==> src/rtl/le_pkg.sv <==
`default_nettype none
// ============================================================================
// Module      : le_pkg
// Description : Shared width, function-select and slot-state definitions for
//               the LE logic unit and its arbiter.
// Revision    : 1.0 - initial release
// ============================================================================
package le_pkg;

    localparam int W = 4;

    localparam logic [1:0] SEL_AND = 2'b00;
    localparam logic [1:0] SEL_OR  = 2'b01;
    localparam logic [1:0] SEL_XOR = 2'b10;
    localparam logic [1:0] SEL_NOT = 2'b11;

    typedef enum logic [0:0] {
        SLOT_EMPTY = 1'b0,
        SLOT_FULL  = 1'b1
    } slot_t;

endpackage
`default_nettype wire

==> src/rtl/LE.sv <==
`default_nettype none
// ============================================================================
// Module      : LE
// Description : 4-bit bitwise logic unit (AND / OR / XOR / NOT A).
// Revision    : 1.0 - initial release
// ============================================================================
module LE
    import le_pkg::*;
#(
    parameter int W = le_pkg::W
) (
    input  logic [W-1:0] A,
    input  logic [W-1:0] B,
    input  logic [1:0]   Sel,
    output logic [W-1:0] E
);

    always_comb begin
        E = '0;
        case (Sel)
            SEL_AND: E = A & B;
            SEL_OR:  E = A | B;
            SEL_XOR: E = A ^ B;
            SEL_NOT: E = ~A;
            default: E = '0;
        endcase
    end

endmodule
`default_nettype wire

==> src/rtl/le_arbiter.sv <==
`default_nettype none
// ============================================================================
// Module      : le_arbiter
// Description : Round-robin two-requester arbiter driving one shared LE, with
//               a single registered result slot behind a valid/ready handshake.
// Revision    : 1.0 - initial release
// ============================================================================
module le_arbiter
    import le_pkg::*;
#(
    parameter int W = le_pkg::W
) (
    input  logic         clk,
    input  logic         rst,
    input  logic         req0_valid,
    input  logic [W-1:0] req0_A,
    input  logic [W-1:0] req0_B,
    input  logic [1:0]   req0_Sel,
    output logic         req0_ready,
    input  logic         req1_valid,
    input  logic [W-1:0] req1_A,
    input  logic [W-1:0] req1_B,
    input  logic [1:0]   req1_Sel,
    output logic         req1_ready,
    output logic         out_valid,
    input  logic         out_ready,
    output logic [W-1:0] out_E,
    output logic         out_tag,
    output logic [1:0]   out_Sel
);

    slot_t        r_state;
    slot_t        w_state_nxt;
    logic         r_prio;
    logic         w_can_accept;
    logic         w_grant0;
    logic         w_grant1;
    logic         w_xfer;
    logic [W-1:0] w_a;
    logic [W-1:0] w_b;
    logic [1:0]   w_sel;
    logic [W-1:0] w_e;

    // Grants are suppressed during reset so nothing is accepted in that cycle.
    always_comb begin
        w_state_nxt  = r_state;
        w_can_accept = !rst && ((r_state == SLOT_EMPTY) || out_ready);
        w_grant0     = w_can_accept && req0_valid && (!req1_valid || !r_prio);
        w_grant1     = w_can_accept && req1_valid && (!req0_valid ||  r_prio);
        w_xfer       = w_grant0 || w_grant1;

        case (r_state)
            SLOT_EMPTY: if (w_xfer) w_state_nxt = SLOT_FULL;
            SLOT_FULL:  if (out_ready && !w_xfer) w_state_nxt = SLOT_EMPTY;
            default:    w_state_nxt = SLOT_EMPTY;
        endcase
    end

    assign req0_ready = w_grant0;
    assign req1_ready = w_grant1;
    assign out_valid  = (r_state == SLOT_FULL);

    assign w_a   = w_grant1 ? req1_A   : req0_A;
    assign w_b   = w_grant1 ? req1_B   : req0_B;
    assign w_sel = w_grant1 ? req1_Sel : req0_Sel;

    LE #(
        .W   (W)
    ) u_le (
        .A   (w_a),
        .B   (w_b),
        .Sel (w_sel),
        .E   (w_e)
    );

    always_ff @(posedge clk) begin
        if (rst) begin
            r_state <= SLOT_EMPTY;
        end else begin
            r_state <= w_state_nxt;
        end
    end

    // Result registers and priority only move on a transfer; otherwise they hold.
    always_ff @(posedge clk) begin
        if (rst) begin
            out_E   <= '0;
            out_tag <= 1'b0;
            out_Sel <= 2'b00;
            r_prio  <= 1'b0;
        end else if (w_xfer) begin
            out_E   <= w_e;
            out_tag <= w_grant1;
            out_Sel <= w_sel;
            r_prio  <= w_grant0;
        end
    end

endmodule
`default_nettype wire

==> config.mk <==
export PLATFORM = sky130hd
export DESIGN_NAME = le_arbiter
export DESIGN_NICKNAME = d
export VERILOG_FILES = /design/src/rtl/le_pkg.sv /design/src/rtl/LE.sv /design/src/rtl/le_arbiter.sv
export SDC_FILE = /design/constraint.sdc
export NUM_CORES = 1
export LEC_CHECK = 0
export CELL_PAD_IN_SITES_DETAIL_PLACEMENT = 0
export CELL_PAD_IN_SITES_GLOBAL_PLACEMENT = 1
export CORE_ASPECT_RATIO = 1.1
export CORE_MARGIN = 1
export CORE_UTILIZATION = 31
export DETAILED_ROUTE_END_ITERATION = 8
export GPL_TIMING_DRIVEN = 0
export PLACE_DENSITY_LB_ADDON = 0.1
export SLEW_MARGIN = 20
export SYNTH_ARGS = -nofsm -noshare
export SYNTH_HDL_FRONTEND = slang
export SYNTH_HIERARCHICAL = 1
export SYNTH_SLANG_ARGS = --single-unit
==> constraint.sdc <==
create_clock -name clk -period 3.2 [get_ports clk]
set_input_delay 0.64 -clock clk [delete_from_list [all_inputs] [get_ports clk]]
set_output_delay 0.64 -clock clk [all_outputs]
set_load 0.005 [all_outputs]
==> impl_metrics.py <==
metrics = {
    "drt": {
        "wl_met3_um": 65,
        "drt-pass1-iter-count": 3,
        "routedWlPerCell_um": 10.9,
        "via_count": 766,
        "drt_wl_total_um": 1680,
        "drcViolationCount": 0,
        "wl_met1_um": 717,
        "detail-route-antenna-nets": 0,
        "top_layer": "met4",
        "met2WireLength_um": 855,
        "routed_via_density": 4.94,
        "first_iter_violations": 22,
    },
    "synthesis": {
        "yosys.area.top_type": "dfxtp_1",
        "ys_ff_latch": 9,
        "synthSimpleGateAreaFrac_pct": 14.9,
        "syn-num-nets": 120,
        "ys_top_cells_by_area": "dfxtp_1 (22%), mux2_4 (13%), mux4_1 (13%)",
        "synth_top_family_by_area": "multiplexers",
        "syn_area_per_cell_um2": 9.62,
        "synth_area_um2": 837,
        "synthAdderAreaFrac_pct": 12.0,
        "synth_cell_types": 27,
        "synth_mux_area_share_pct": 26.5,
        "synth_top_area_share_pct": 21.5,
        "synth_xor_area_share_pct": 0,
        "yosysWarnings": 6,
        "seq_area_frac_synth_pct": 21.5,
        "synth-compound-area-share_pct": 13.9,
        "synthCells": 87,
    },
    "placement": {
        "dp_hpwl_um": 1380,
        "pre_cts_slack_ns": -0.245,
        "io_buffers": 33,
        "placed_cell_area_um2": 1210,
        "gp_congestion": 0.808,
    },
    "min_path": {
        "worstHoldPathCells": 2,
        "worst_hold_path_type": "reg2reg",
        "hold_end": "out_tag$_SDFFE_PP0P_",
        "hp-start": "out_tag$_SDFFE_PP0P_",
    },
    "cells_and_area": {
        "fill_cells": 260,
        "drive_gt1_share_pct": 13.7,
        "layout_commonest_cell": "clkdlybuf4s50_1",
        "antenna_cells": 0,
        "postLayoutCoreUtil_pct": 48.8,
        "nNetsFinal": 158,
        "design_area_um2": 1230,
        "area_delta_synth_final_pct": 46.9,
        "mostFrequentLayoutCells": "clkdlybuf4s50_1 (31), inv_1 (14), dfxtp_1 (9)",
    },
    "power": {
        "power_density_nw_per_um2": 290,
        "total_power_mw": 0.356,
        "p_leak_nw": 0.552,
        "ir_drop_mv": 0.176,
    },
    "floorplanning": {
        "initial_core_util_pct": 33.2,
        "rows": 19,
        "die_x_um": 51.5,
        "core-area_um2": 2520,
        "ios": 35,
        "die-area_um2": 2910,
        "die_height_um": 56.5,
    },
    "setup_path": {
        "cp_max_fo": 10,
        "crit_type": "in2out",
        "reg2reg_setup_slack_ns": 0.54,
        "start_kind": "input port",
        "worstPathRequired_ns": 2.56,
        "rr_startpoint": "out_valid$_SDFF_PP0_",
        "cp.arrival_ns": 2.44,
        "r2r_end": "out_E[3]$_SDFFE_PP0P_",
        "reg2reg_depth": 10,
        "critPathCaptureType": "output pin",
    },
    "sta": {
        "worst_pin_slew_ns": 0.419,
        "fin_tns_setup_ns": 0,
        "layout_setup_ws_ns": 0.119,
        "slew_headroom_pct": 72.0,
        "finClkSkew_ns": 0.00688,
        "fin_crit_sh_pct": 96.3,
        "rsz0062_at_grt": "no",
        "slew_viol_final": 0,
        "fmax_ghz": 0.325,
        "period_needed_ns": 3.08,
        "hold_viol_final": 0,
        "setup_viol": 0,
    },
    "cts": {
        "cts_sinks": 9,
        "postCtsHoldBufs": 0,
        "clk_transition_reported_paths_ns": 0.07,
        "cts_resized": 2,
        "cts_root_buffer": "clkbuf_4",
        "cts_tree": "built",
        "htree_levels": 1,
        "cts_made_buffers": 3,
        "clockBufferDepth": 2,
        "clk_latency_ns": 0.27,
        "cts_setup_buffers": 0,
    },
    "job": {
        "cap_violations": 0,
    },
    "global_route": {
        "grt_pass1_vias": 701,
        "antenna_found_initial": 0,
        "grt_overflow": 0,
        "gr-usage-all-layers_pct": 13.2,
        "grt_pass1_wl_um": 2860,
        "grt_start_max_net_pins": 11,
    },
    "outcome": {
        "run_status": "finished, final reports clean",
    },
}
-- final cells by class --
cell class | count | area [um2] | share of cell area (%)
inverter | 15 | 56.3 | 4.58
sequential | 9 | 180 | 14.6
buffer | 6 | 37.5 | 3.05
clock buffer | 4 | 26.3 | 2.14
timing repair buffer | 33 | 328 | 26.7
multi-input combinational | 57 | 563 | 45.8
tap | 31 | 38.8 | 3.15
-- flip-flops by register name (all words and copies together), names as in the netlist --
name       flops
out_E          4
out_Sel        2
out_tag        1
out_valid      1
r_prio         1
-- how the worst max path moves through the flow --
stage,start,cells after the start,slack (ns),endpoint
after floorplan,rst,9,0.39,out_E[3]$_SDFFE_PP0P_
after global placement,req1_valid,10,-0.24,out_E[3]$_SDFFE_PP0P_
after detailed placement,req1_valid,10,-0.24,out_E[3]$_SDFFE_PP0P_
after CTS,req0_valid,6,0.11,req1_ready
after global routing,req0_valid,6,0.07,req1_ready
final,req0_valid,6,0.12,req1_ready
-- cell families after synthesis --
logic type / after synthesis
buf+inv: 21
simple gates: 20
compound gates: 17
mux: 12
flops: 9
fa+ha+maj: 8
-- Yosys cell counts, drive strengths merged --
cell / number
a21oi: 5
a311oi: 2
a31o: 1
a31oi: 2
and4: 1
buf: 2
clkbuf: 4
clkinv: 1
dfxtp: 9
ha: 8
inv: 14
mux2: 8
mux4: 4
nand2: 6
nand4: 4
nor2: 1
nor2b: 2
nor3: 1
o21ai: 1
o31ai: 4
o41ai: 2
or2: 1
or2b: 1
or4: 3
-- metal layers --
metal	vias to the layer above	global-route usage, %
met1	345	14.6
met3	5	1.63
li1	394	-
met5	-	0
met2	22	23.2
met4	0	8.11
-- worst max-delay path: stages --
cell             delay [ns]
clkdlybuf4s50_1        0.45
nor2b_1                0.19
or4_4                  0.44
buf_6                  0.17
inv_1                  0.06
clkdlybuf4s50_1        0.49
-- power by group --
part / leakage, nW / switching [mW] / internal [mW]
logic: 0.463 / 0.0506 / 0.0860
clock network: 0.0150 / 0.0441 / 0.0482
registers: 0.0744 / 0.00526 / 0.122
-- per-stage QoR --
stage | instances | hold WS [ns]
floorplan | 87 | 0.452
global placement | 151 | 0.458
detailed placement | 151 | 0.468
CTS | 155 | 0.477
global route | 155 | 0.501
finish | 155 | 0.470
(Power assumes the default switching activity.)
